## src/rtl/ula_pkg.sv

```systemverilog
// Shared types for the pipelined ULA.
// Opcodes, stage bundle and shift-width helper.
package ula_pkg;

  typedef enum logic [2:0] {
    OP_ADD  = 3'd0,
    OP_SUB  = 3'd1,
    OP_MUL  = 3'd2,
    OP_AND  = 3'd3,
    OP_OR   = 3'd4,
    OP_XOR  = 3'd5,
    OP_SHL  = 3'd6,
    OP_RSVD = 3'd7
  } ula_op_e;

  // Widest result a stage can carry; designs use the low 2*DATA_WIDTH bits.
  localparam int unsigned ULA_RES_MAX = 64;

  typedef struct packed {
    logic                   valid;
    logic                   err;
    logic [ULA_RES_MAX-1:0] result;
  } ula_stage_t;

  function automatic int unsigned shamt_w(input int unsigned dw);
    return $clog2(2 * dw);
  endfunction

endpackage

```

## src/rtl/ula_if.sv

```systemverilog
// Operand/result handshake bundle for the pipelined ULA.
// Master drives operands and ready_i; slave returns results.
interface ula_if #(
  parameter int DATA_WIDTH  = 8,
  parameter int SEL_WIDTH   = 3,
  parameter int PIPE_STAGES = 2
);

  logic                    valid_i;
  logic                    ready_o;
  logic [DATA_WIDTH-1:0]   data_i_1;
  logic [DATA_WIDTH-1:0]   data_i_2;
  logic [SEL_WIDTH-1:0]    sel_i;
  logic                    valid_o;
  logic                    ready_i;
  logic [2*DATA_WIDTH-1:0] data_o;
  logic                    err_o;
  logic                    busy_o;

  if (DATA_WIDTH < 2 || 2 * DATA_WIDTH >= 64) begin : g_bad_dw
    $error("ula_if: DATA_WIDTH out of range");
  end
  if (SEL_WIDTH < 3) begin : g_bad_sw
    $error("ula_if: SEL_WIDTH must be >= 3");
  end
  if (PIPE_STAGES < 1) begin : g_bad_ps
    $error("ula_if: PIPE_STAGES must be >= 1");
  end

  modport master (
    output valid_i, data_i_1, data_i_2, sel_i, ready_i,
    input  ready_o, valid_o, data_o, err_o, busy_o
  );

  modport slave (
    input  valid_i, data_i_1, data_i_2, sel_i, ready_i,
    output ready_o, valid_o, data_o, err_o, busy_o
  );

endinterface

```

## src/rtl/ula_core.sv

```systemverilog
// Combinational opcode decode and compute for the ULA.
// Reserved opcodes yield a zero result with err set.
module ula_core #(
  parameter int DATA_WIDTH = 8,
  parameter int SEL_WIDTH  = 3
) (
  input  logic [DATA_WIDTH-1:0]   a_i,
  input  logic [DATA_WIDTH-1:0]   b_i,
  input  logic [SEL_WIDTH-1:0]    sel_i,
  output logic [2*DATA_WIDTH-1:0] res_o,
  output logic                    err_o
);

  import ula_pkg::*;

  localparam int RW  = 2 * DATA_WIDTH;
  localparam int SHW = shamt_w(DATA_WIDTH);

  ula_op_e       op;
  logic [RW-1:0] a_x;
  logic [RW-1:0] b_x;

  assign a_x = RW'(a_i);
  assign b_x = RW'(b_i);

  always_comb begin
    op = OP_RSVD;
    if (sel_i < SEL_WIDTH'(7)) begin
      op = ula_op_e'(sel_i[2:0]);
    end
  end

  // SUB on zero-extended operands is already sign-extended to RW.
  always_comb begin
    res_o = '0;
    err_o = 1'b0;
    unique case (1'b1)
      (op == OP_ADD): res_o = a_x + b_x;
      (op == OP_SUB): res_o = a_x - b_x;
      (op == OP_MUL): res_o = a_x * b_x;
      (op == OP_AND): res_o = a_x & b_x;
      (op == OP_OR):  res_o = a_x | b_x;
      (op == OP_XOR): res_o = a_x ^ b_x;
      (op == OP_SHL): res_o = a_x << b_i[SHW-1:0];
      default:        err_o = 1'b1;
    endcase
  end

endmodule

```

## src/rtl/ula_pipe.sv

```systemverilog
// Pipelined ULA with valid/ready handshake and global stall.
// Stage 0 registers operands; later stages delay {valid, err, result}.
module ula_pipe #(
  parameter int DATA_WIDTH  = 8,
  parameter int SEL_WIDTH   = 3,
  parameter int PIPE_STAGES = 2
) (
  input logic clk,
  input logic rst_n,
  ula_if.slave bus
);

  import ula_pkg::*;

  localparam int RW = 2 * DATA_WIDTH;

  logic                  adv;
  logic                  s0_vld_q, s0_vld_d;
  logic [DATA_WIDTH-1:0] a_q, a_d;
  logic [DATA_WIDTH-1:0] b_q, b_d;
  logic [SEL_WIDTH-1:0]  sel_q, sel_d;
  logic [RW-1:0]         core_res;
  logic                  core_err;
  ula_stage_t            core_st;
  ula_stage_t            out_st;
  logic                  dly_busy;
  logic                  unused_hi;

  assign adv         = bus.ready_i || !out_st.valid;
  assign bus.ready_o = !rst_n || adv;

  always_comb begin
    s0_vld_d = s0_vld_q;
    a_d      = a_q;
    b_d      = b_q;
    sel_d    = sel_q;
    if (adv) begin
      s0_vld_d = bus.valid_i;
      a_d      = bus.data_i_1;
      b_d      = bus.data_i_2;
      sel_d    = bus.sel_i;
    end
  end

  always_ff @(posedge clk) begin
    if (!rst_n) begin
      s0_vld_q <= 1'b0;
      a_q      <= '0;
      b_q      <= '0;
      sel_q    <= '0;
    end else begin
      s0_vld_q <= s0_vld_d;
      a_q      <= a_d;
      b_q      <= b_d;
      sel_q    <= sel_d;
    end
  end

  ula_core #(
    .DATA_WIDTH (DATA_WIDTH),
    .SEL_WIDTH  (SEL_WIDTH)
  ) u_core (
    .a_i   (a_q),
    .b_i   (b_q),
    .sel_i (sel_q),
    .res_o (core_res),
    .err_o (core_err)
  );

  always_comb begin
    core_st        = '0;
    core_st.valid  = s0_vld_q;
    core_st.err    = core_err;
    core_st.result = ULA_RES_MAX'(core_res);
  end

  if (PIPE_STAGES == 1) begin : g_direct
    assign out_st   = core_st;
    assign dly_busy = 1'b0;
  end else begin : g_dly
    localparam int ND = PIPE_STAGES - 1;

    ula_stage_t dly_q [ND];
    ula_stage_t dly_d [ND];

    always_comb begin
      for (int i = 0; i < ND; i++) begin
        dly_d[i] = dly_q[i];
      end
      if (adv) begin
        dly_d[0] = core_st;
        for (int i = 1; i < ND; i++) begin
          dly_d[i] = dly_q[i-1];
        end
      end
    end

    always_ff @(posedge clk) begin
      if (!rst_n) begin
        for (int i = 0; i < ND; i++) begin
          dly_q[i] <= '0;
        end
      end else begin
        for (int i = 0; i < ND; i++) begin
          dly_q[i] <= dly_d[i];
        end
      end
    end

    always_comb begin
      dly_busy = 1'b0;
      for (int i = 0; i < ND; i++) begin
        dly_busy = dly_busy | dly_q[i].valid;
      end
    end

    assign out_st = dly_q[ND-1];
  end

  assign bus.valid_o = out_st.valid;
  assign bus.err_o   = out_st.err;
  assign bus.data_o  = out_st.result[RW-1:0];
  assign bus.busy_o  = s0_vld_q | dly_busy;
  assign unused_hi   = ^out_st.result[ULA_RES_MAX-1:RW];

endmodule

```

## src/flat_wrapper.sv

```systemverilog
// flat-port wrapper written by rule: the top's interface ports become plain ports
module ula_pipe_flat import ula_pkg::*;
#(
  parameter int DATA_WIDTH  = 8,
  parameter int SEL_WIDTH   = 3,
  parameter int PIPE_STAGES = 2
)
  (clk, rst_n, bus_valid_i, bus_data_i_1, bus_data_i_2, bus_sel_i, bus_ready_i, bus_ready_o, bus_valid_o, bus_data_o, bus_err_o, bus_busy_o);
  ula_if #(.DATA_WIDTH(DATA_WIDTH), .SEL_WIDTH(SEL_WIDTH), .PIPE_STAGES(PIPE_STAGES)) bus_i ();
  input logic clk;
  input logic rst_n;
  input wire logic [$bits(bus_i.valid_i)-1:0] bus_valid_i;
  input wire logic [$bits(bus_i.data_i_1)-1:0] bus_data_i_1;
  input wire logic [$bits(bus_i.data_i_2)-1:0] bus_data_i_2;
  input wire logic [$bits(bus_i.sel_i)-1:0] bus_sel_i;
  input wire logic [$bits(bus_i.ready_i)-1:0] bus_ready_i;
  output wire logic [$bits(bus_i.ready_o)-1:0] bus_ready_o;
  output wire logic [$bits(bus_i.valid_o)-1:0] bus_valid_o;
  output wire logic [$bits(bus_i.data_o)-1:0] bus_data_o;
  output wire logic [$bits(bus_i.err_o)-1:0] bus_err_o;
  output wire logic [$bits(bus_i.busy_o)-1:0] bus_busy_o;
  assign bus_i.valid_i = bus_valid_i;
  assign bus_i.data_i_1 = bus_data_i_1;
  assign bus_i.data_i_2 = bus_data_i_2;
  assign bus_i.sel_i = bus_sel_i;
  assign bus_i.ready_i = bus_ready_i;
  assign bus_ready_o = bus_i.ready_o;
  assign bus_valid_o = bus_i.valid_o;
  assign bus_data_o = bus_i.data_o;
  assign bus_err_o = bus_i.err_o;
  assign bus_busy_o = bus_i.busy_o;
  ula_pipe #(.DATA_WIDTH(DATA_WIDTH), .SEL_WIDTH(SEL_WIDTH), .PIPE_STAGES(PIPE_STAGES)) u_core (.clk(clk), .rst_n(rst_n), .bus(bus_i));
endmodule
```

## config.mk

```make
export PLATFORM = sky130hd
export DESIGN_NAME = ula_pipe_flat
export DESIGN_NICKNAME = d
export VERILOG_FILES = /design/src/rtl/ula_pkg.sv /design/src/rtl/ula_if.sv /design/src/rtl/ula_core.sv /design/src/rtl/ula_pipe.sv /design/src/flat_wrapper.sv
export SDC_FILE = /design/constraint.sdc
export NUM_CORES = 1
export LEC_CHECK = 0
export BUFFER_PORTS_ARGS = -buffer_cell sky130_fd_sc_hd__buf_2
export CAP_MARGIN = 25
export CORE_MARGIN = 1.5
export CORE_UTILIZATION = 45
export CTS_CLUSTER_SIZE = 14
export DETAILED_ROUTE_END_ITERATION = 10
export GPL_TIMING_DRIVEN = 0
export PLACE_DENSITY = 0.72
export SYNTH_ARGS = -nofsm -noshare
export SYNTH_HDL_FRONTEND = slang
export SYNTH_SLANG_ARGS = --single-unit
```

## constraint.sdc

```tcl
create_clock -name clk -period 14.2 [get_ports clk]
set_input_delay 0.71 -clock clk [delete_from_list [all_inputs] [get_ports clk]]
set_output_delay 0.71 -clock clk [all_outputs]
set_load 0.01 [all_outputs]
```

After elaboration in Yosys (flattened, before gate mapping). Memories as Yosys holds them, arrays and structs flattened. Index checks and enable logic that the tools add are counted.

Bits in read-only memories: 0. Register bits after elaboration: 20. Bits in latches: 0. RAM bits: 66. Memories: 1. Output and inout bits: 20. Bits of input ports: 23.

$add $sub $neg: 2. Shift operators: 1. Div/mod/pow operators: 0. Reduce and logical (&&, ||, !) cells: 7. Mux-type cells: 8. Bitwise gates (word level): 4. Equal/unequal tests: 6. $mul: 1. Order comparisons: 1.

Memories: u_core.g_dly.dly_q (depth 1, bits a word 66, read ports 1, clocked after memory_dff 0, write ports 1, RTL line ula_pipe.sv:83) `ula_stage_t dly_q [ND];`.

Operators with widths (count): 66-bit 2-to-1 mux (2); 16-bit case mux with 7 select lines (1); 66-bit OR reduction (1); 8-bit by 8-bit multiplier with 16-bit output (1); 8-bit by 4-bit << shifter with 16-bit output (1); 8-bit by 8-bit adder with 9-bit output (1); 3-bit == test (second input constant) (3); 8-bit by 8-bit subtractor with 9-bit output (1); 8-bit AND (1); 8-bit OR (1); 8-bit bitwise XOR (1); 7-bit OR reduction (1); 3-bit by 2-bit == test with 1-bit output (second input constant) (2); 1-bit 2-to-1 mux (4); 3-bit by 1-bit == test with 1-bit output (second input constant) (1); 3-bit zero test (1); 3-bit less-than comparator (second input constant) (1); 3-bit 2-to-1 mux (1); 1-bit zero test (2); 1-bit logical OR (2); 1-bit OR (1).

Depth between registers and ports, before layout. Gate-level depths: netlist of run 1.

Depth after elaboration: 7. Mapped depth: 18.

Hierarchy. From an unflattened synthesis of run 1, not the netlist that was laid out.

Cells, all modules: 665. Area, all modules: 5290.1 µm².

By module, submodules not included: ula_core (area each 3764.9 µm², instances 1, cells an instance 499); ula_pipe (area each 1525.2 µm², instances 1, cells an instance 166).

Worst setup path before layout of run 1. Ideal clock, no wire load.

Path kind: register to register. From: register u_core.b_q[2]. To: memory u_core.g_dly.dly_q[0][13] (netlist name). Data arrival time: 4.720 ns. Stages on the path, launching flop included: 18. Buffers on the path: 2. Period minus slack after synthesis: 4.852 ns. Data required time: 14.068 ns. Path slack: 9.348 ns. Cells stage by stage: dfxtp_1 > clkbuf_1 > clkbuf_1 > nand2_1 > fa_1 > fa_1 > inv_1 > fa_1 > inv_1 > fa_1 > inv_1 > ha_1 > and3_1 > a22o_1 > or4_1 > and3b_1 > o211ai_1 > o211ai_1.

Word-level cells in the longest chain between the ends: 4. Elaborated cells on any way between the ends: 6. Those cells by class: 1 x add/sub; 1 x mul; 1 x shift; 3 x mux.

RTL lines: start, declared (RTL line ula_pipe.sv:20) `logic [DATA_WIDTH-1:0] b_q, b_d;`; start signal, assigned (RTL line ula_pipe.sv:49) `b_q <= '0;`; start signal, assigned (RTL line ula_pipe.sv:54) `b_q <= b_d;`; 8-bit by 8-bit multiplier with 16-bit output (tied with other cells) (RTL line ula_core.sv:40) `(op == OP_MUL): res_o = a_x * b_x;`; 16-bit case mux with 7 select lines (*) (RTL line ula_core.sv:37) `unique case (1'b1)`; 66-bit 2-to-1 mux (*) (RTL line ula_pipe.sv:90) `if (adv) begin`; 66-bit 2-to-1 mux (no source line) (*); end, declared (RTL line ula_pipe.sv:83).

Every way passes the cells marked *; elsewhere a longest branch is shown, timed or not.

Worst setup path in the final report of run 1. Ends and elaborated chain as after synthesis.

==> summary.md, run 1 <==
| Metric | Value |
|---|---|
| R2R cell count | 16 |
| Layout cell share with drive strength beyond 1 | 10.5% |
| Synth Register Bits | 38 |
| Vias in the first global route | 4931 |
| Worst-skew pair later-pin latency | 0.30 ns |
| Antenna violations before repair | 0 |
| CP bufs+invs | 4 |
| Post-CTS Setup Inserts | 0 |
| Critical path capture point type | flip-flop |
| Setup TNS | 0 ns |
| Post-CTS Hold Buffers | 0 |
| FF-to-FF End | u_core.g_dly.dly_q[0][13] |
| Flop2flop setup slack | 8.56 ns |
| Drc violations | 0 |
| Max stage delay on crit path | about 0.56 ns |
| Critical path fanouts, max | 10 |
| Most frequent cells in the layout | nand2_1, inv_1, nor2_1 |
| Hold Vio Cnt, Final | 0 |
| ANT nets after route | 0 |
| Max_cap viols | 0 |
| Row count | 38 |
| Fin crit share | 39.7% |
| ANT cells | 0 |
| Register area share after synthesis | between 10% and 20% |
| Final Cell Area | 5710 sq um |
| Overall routing resource usage | 28.6% |
| Worst relative slew slack | between 50% and 60% |
| Pwr/cell area | 75.6 nW/um^2 |
| Crit path kind | flip-flop to flip-flop |
| DRT Pass-1 Iters | 5 |
| Worst Path Required | between 10 and 15 ns |
| Status | finished clean |
| CTS tree | built |
| Slowest-stage cell, CP | fa_1 |
| Origin of the worst min-delay path | u_core.g_dly.dly_q[0][1] |
| Clock Sinks | 38 |
| Top_reg_cell synth | dfxtp_1 |
| Peak supply drop | 51.6 uV |
| WHS Endpoint | u_core.g_dly.dly_q[0][1] |
| PostCTS Resize Cnt | 0 |
| First-pass GRT wire length | 25600 um |
| GPL Wtd Cong | 1.00 |
| Core area | 11000 sq um |
| Post-synthesis cell count | 658 |
| CTS Buf Count | 5 |
| Syn Std Cell Area | around 5000 sq um |
| H-tree Lvls | 2 |
| Worst Hold Class | flip-flop to flip-flop |
| Reg2reg start | u_core.b_q[2] |
| Critical Path, Cell by Cell | clkbuf_1 -> clkinv_1 -> nor2_1 -> fa_1 -> fa_1 -> fa_1 -> inv_1 -> fa_1 -> inv_1 -> ha_1 -> and3_1 -> a22o_1 -> or4_1 -> and3b_1 -> o211ai_1 -> o211ai_1 |
| Initial Util | 46.7% |
| Clk Tree Root Cell | clkbuf_16 |
| Clk slew on worst S/H paths | 0.07 ns |
| Syn_nets | 780 |
| Worst slew pin tran | 0.742 ns |
| Chip Width | roughly 110 um |
| CP Launch Type | flip-flop |
| Number of synthesized flops with an enable pin | 0 |
| Grt ovf | 0 |
| IO Pins | 43 |
| Dpl cell area | 5520 sq um |
| Ys async rst share | 0% |
| CP most frequent cell | fa_1 |
| Detailed Place HPWL | 12900 um |
| Final setup violation count | 0 |
| Post-layout minimum cycle time | between 5 and 6 ns |
| Total die area | between 10000 and 15000 sq um |
| Starting DRT DRC Count | 461 |
| RSZ-0062 raised after global routing | false |
| DR vias | around 5000 |
| Wire per inst | 18.7 um |
| Die H | 110 um |
| Mapped Avg Cell Area | 7.80 sq um |
| Distinct cells, synth | 63 |
| Setup Skew | between 0.01 and 0.015 ns |
| NumNets Final | 829 |
| Arr. time, crit path | 5.82 ns |
| Final max-slew violation count | 0 |
| Largest net degree at the start of global routing | 14 |
| Detailed-route vias per instance | 5.87 |
| Clock buffer depth | 2 |
| Port bufs | between 40 and 50 |
| Syn. warnings | 0 |
| Area grow syn2layout | 11.3% |
| Fmax | 177 MHz |
| Top delay family on crit path | adder cells |
| Leading cell type in the layout, fill and taps excluded | nand2_1 |
| Pleak | 2.70 nW |
| Total Routed Length | 15900 um |
| WHS Path Cells | 2 |
[state kept, by name (all words and copies together) (netlist names)]
signal              cells
u_core.a_q              8
u_core.g_dly.dly_q     18
u_core.b_q              8
u_core.sel_q            3
u_core.s0_vld_q         1
[tightest hold or removal path, stage by stage (launching register included)]
cell	delay (ns)
dfxtp_1	0.32
nand2_1	0.05
o21ai_0	0.06
[cell type report]
class,instances,area (sq um)
Fill cell,1072,5270
Multi-Input combinational cell,504,3920
Sequential cell,38,761
Inverter,83,312
Timing Repair Buffer,42,210
Tap cell,140,175
Buffer,33,138
Clock buffer,5,125
Clock inverter,3,68.8
[kinds of logic after synthesis]
| group | Yosys count | share of synthesized area (%) |
|---|---|---|
| and+or+nand+nor | 214 | 18.0 |
| AOI/OAI and AO/OA | 158 | 21.5 |
| buffers and inverters | 116 | 8.76 |
| adders and majority gates | 99 | 29.7 |
| DFF | 38 | 14.8 |
| muxes | 19 | 4.80 |
| xor gates and xnor gates | 14 | 2.39 |
[metrics by stage]
| stage | total power [mW] | std cells | hold slack (ns) | util [%] | setup slack (ns) |
|---|---|---|---|---|---|
| after global routing | 0.454 | 848 | 0.489 | 52.0 | 8.32 |
| after detailed placement | 0.276 | 840 | 0.445 | 50.2 | 8.66 |
| after floorplan | 0.230 | 658 | 0.449 | - | 9.35 |
| after CTS | 0.429 | 848 | 0.459 | 52.0 | 8.61 |
| final | 0.432 | 848 | 0.455 | 52.0 | 8.56 |
| after global placement | 0.273 | 840 | 0.437 | 50.2 | 8.71 |
[power breakdown]
part	total [mW]	internal (mW)	switching (mW)
combinational	0.153	0.0579	0.0953
clock	0.155	0.101	0.0534
sequential	0.124	0.115	0.00903
[routing by layer]
| layer | global-route usage, % | share of wire (%) | wire length, um |
|---|---|---|---|
| met4 | 14.3 | 4.6 | 732 |
| met5 | 0 | 0 | 0 |
| met2 | 45.9 | 45 | 7160 |
| met3 | 4.03 | 7.6 | 1220 |
| met1 | 37.4 | 43 | 6790 |
[worst max-delay path by stage]
| stage | slack, ns | endpoint | start | depth (start not counted) |
|---|---|---|---|---|
| 2_1_floorplan | 9.35 | u_core.g_dly.dly_q[0][13] | u_core.b_q[2] | 17 |
| 3_3_place_gp | 8.71 | u_core.g_dly.dly_q[0][13] | u_core.b_q[2] | 16 |
| 3_5_place_dp | 8.66 | u_core.g_dly.dly_q[0][13] | u_core.b_q[2] | 16 |
| 4_1_cts | 8.61 | u_core.g_dly.dly_q[0][13] | u_core.b_q[2] | 16 |
| 5_1_grt | 8.32 | u_core.g_dly.dly_q[0][13] | u_core.b_q[2] | 16 |
| 6_report | 8.56 | u_core.g_dly.dly_q[0][13] | u_core.b_q[2] | 16 |
[synthesized netlist by cell type (10+ instances only)]
master | n | area (sq um)
nand2_1 | 92 | 345
inv_1 | 80 | 300
nor2_1 | 71 | 267
ha_1 | 61 | 763
dfxtp_1 | 38 | 761
fa_1 | 38 | 761
a21oi_1 | 29 | 145
o21ai_0 | 26 | 130
clkbuf_1 | 22 | 82.6
a21boi_0 | 21 | 158
nand3_1 | 11 | 55.1
xnor2_1 | 11 | 96.3
mux2i_1 | 10 | 100
nand2b_1 | 10 | 62.6
o211ai_1 | 10 | 75.1
(Power assumes the default switching activity.)
==> run 2, diff against run 1 <==
==> constraint.sdc (replaced) <==
create_clock -name clk -period 5.4 [get_ports clk]
set_input_delay 0.27 -clock clk [delete_from_list [all_inputs] [get_ports clk]]
set_output_delay 0.27 -clock clk [all_outputs]
set_load 0.01 [all_outputs]
==> summary.md, run 2 (synthesis results as in run 1) <==
| Metric | Value |
|---|---|
| Critical path capture point type | flip-flop |
| Critical path fanouts, max | 10 (unchanged) |
| Worst-skew pair later-pin latency | 0.30 ns (about the same) |
| Top Registers | u_core.g_dly.dly_q x18, u_core.a_q x8, u_core.b_q x8 |
| Post-CTS Setup Inserts | 0 (unchanged) |
| Arr. time, crit path | 5.34 ns (-0.48 ns) |
| Largest net degree at the start of global routing | 14 (unchanged) |
| Worst slew pin tran | 0.750 ns (+0.00735 ns) |
| CP most frequent cell | fa_1 |
| Wire per inst | 18.7 um (about the same) |
| Met1 Usage GRT | 37.4% (unchanged) |
| Post-layout minimum cycle time | 5.16 ns (-0.479 ns) |
| ANT cells | 0 (unchanged) |
| IO Pins | 43 (unchanged) |
| Vias in the first global route | 4931 (unchanged) |
| RSZ-0062 raised after global routing | false |
| Detailed Place HPWL | 12900 um (unchanged) |
| Area grow syn2layout | 11.5% |
| Max_cap viols | 0 (unchanged) |
| Die H | 110 um (unchanged) |
| Busiest layer in global routing | met2 |
| Pleak | 2.72 nW (+0.75%) |
| Post-CTS Hold Buffers | 0 (unchanged) |
| R2R cell count | 17 (+1) |
| Clk Tree Root Cell | clkbuf_16 |
| Initial Util | 46.7% (unchanged) |
| Grt ovf | 0 (unchanged) |
| Clock buffer depth | 2 (unchanged) |
| Final setup violation count | 0 (unchanged) |
| Chip Width | 110 um (unchanged) |
| Dpl cell area | 5520 sq um (unchanged) |
| Clock Sinks | 38 (unchanged) |
| Status | finished clean |
| Crit path kind | flip-flop to flip-flop |
| Antenna violations before repair | 0 (unchanged) |
| DRT Pass-1 Iters | 5 (unchanged) |
| Total die area | 12000 sq um (unchanged) |
| Hold Vio Cnt, Final | 0 (unchanged) |
| Critical Path, Cell by Cell | clkbuf_2 -> clkbuf_4 -> nand2_1 -> fa_1 -> fa_1 -> inv_1 -> fa_1 -> inv_1 -> fa_1 -> inv_1 -> ha_1 -> and3_1 -> a22o_1 -> or4_1 -> and3b_1 -> o211ai_1 -> o211ai_1 |
| Fmax | 194 MHz (+9.3%) |
| CP Launch Type | flip-flop |
| Most frequent cells in the layout | nand2_1, inv_1, nor2_1 |
| Slowest-stage cell, CP | fa_1 |
| Peak supply drop | 136 uV (+160%) |
| Setup Skew | 0.0126 ns (+0.000224 ns) |
| Total Routed Length | 15900 um (-0.11%) |
| Leading cell type in the layout, fill and taps excluded | nand2_1 |
| WHS Path Cells | 3 (+1) |
| GPL Wtd Cong | 1.00 (unchanged) |
| Clk slew on worst S/H paths | 0.07 ns (about the same) |
| Largest register FFs | 18 (unchanged) |
| Overall routing resource usage | 28.6% (unchanged) |
| Pwr/cell area | 199 nW/um^2 (+160%) |
| Final Cell Area | 5720 sq um (+0.15%) |
| H-tree Lvls | 2 (unchanged) |
| First-pass GRT wire length | 25600 um (unchanged) |
| Met3 Usage GRT | 4.03% (unchanged) |
| Worst relative slew slack | 49.6% (-0.49 points) |
| Final max-slew violation count | 0 (unchanged) |
| Fillers | 1072 (unchanged) |
| Met2 usage | 45.9% (unchanged) |
| Row count | 38 (unchanged) |
| Fin crit share | 95.6% (+56 points) |
| CTS tree | built |
| Register with the most flip-flops | u_core.g_dly.dly_q |
| CTS Buf Count | 5 (unchanged) |
| Layout cell share with drive strength beyond 1 | 11.6% (+1.1 points) |
| DR vias | 4948 (-0.60%) |
| Starting DRT DRC Count | 480 (+4.1%) |
| Drc violations | 0 (unchanged) |
| NumNets Final | 828 (-0.12%) |
| Max stage delay on crit path | 0.54 ns (-0.02 ns) |
| Core area | 11000 sq um (unchanged) |
| ANT nets after route | 0 (unchanged) |
| Setup TNS | 0 ns (unchanged) |
| Detailed-route vias per instance | 5.84 (-0.49%) |
| Port bufs | 42 (unchanged) |
| Worst Path Required | 5.58 ns (-8.80 ns) |
| Worst Hold Class | input port to flip-flop |
## run 2: changes by cell type in the layout (fill, tap and decap cells not counted), sizes merged
cell / before / now
clkbuf: 27 / 26
## run 2: routing by layer
| metal | vias up | share of wire, % | wire length, um |
|---|---|---|---|
| met1 | 2398 | 44 | 6970 |
| met2 | 177 | 45 | 7160 |
| met4 | 0 | 4.3 | 681 |
| li1 | 2330 | - | - |
| met3 | 43 | 6.7 | 1070 |
| met5 | - | 0 | 0 |
## run 2: layout make-up
class / count / area [sq um] / share of cell area (%)
Multi-Input combinational cell: 504 / 3920 / 68.6
Sequential cell: 38 / 762 / 13.3
Inverter: 83 / 313 / 5.47
Timing Repair Buffer: 42 / 210 / 3.68
Tap cell: 140 / 175 / 3.06
Buffer: 32 / 144 / 2.52
Clock buffer: 5 / 125 / 2.19
Clock inverter: 3 / 68.8 / 1.20
## run 2: worst max-delay path, delay by kind of cell, from the launching register on
kind / cells / cell delay (ns)
compound gates: 3 / 0.60
buf+inv: 5 / 0.72
simple gates: 4 / 0.93
fa+ha+maj: 5 / 2.42
flops: 1 / 0.36
## run 2: stage by stage
| step | total power [mW] | worst slack, ns | cells | hold WS, ns | utilization [%] |
|---|---|---|---|---|---|
| detailed placement | 0.725 | -0.142 | 840 | 0.445 | 50.2 |
| finish | 1.14 | 0.238 | 847 | 0.212 | 52.1 |
| CTS | 1.13 | 0.0281 | 848 | 0.225 | 52.0 |
| floorplan | 0.605 | 0.548 | 658 | 0.417 | - |
| global route | 1.20 | 0.0153 | 847 | 0.236 | 52.1 |
| global placement | 0.718 | -0.0940 | 840 | 0.437 | 50.2 |
## run 2: final timing paths
check                                    to                startpoint  slack (ns)
hold / removal                u_core.a_q[1]           bus_data_i_1[1]        0.21
setup reg to reg  u_core.g_dly.dly_q[0][13]             u_core.b_q[2]        0.24
setup / recovery  u_core.g_dly.dly_q[0][13]             u_core.b_q[2]        0.24
hold reg to reg    u_core.g_dly.dly_q[0][1]  u_core.g_dly.dly_q[0][1]        0.46
## run 2: where the power goes
group          internal, mW  switching, mW
combinational         0.153          0.251
clock                 0.266          0.143
sequential            0.302         0.0235
total                 0.721          0.417
## run 2: timing repair
action                                  4_1_cts  5_1_grt
endpoints found under the setup margin        1        1
gates resized for setup                       3       11
cloned                                        0        0
hold endpoints to repair                      0        0
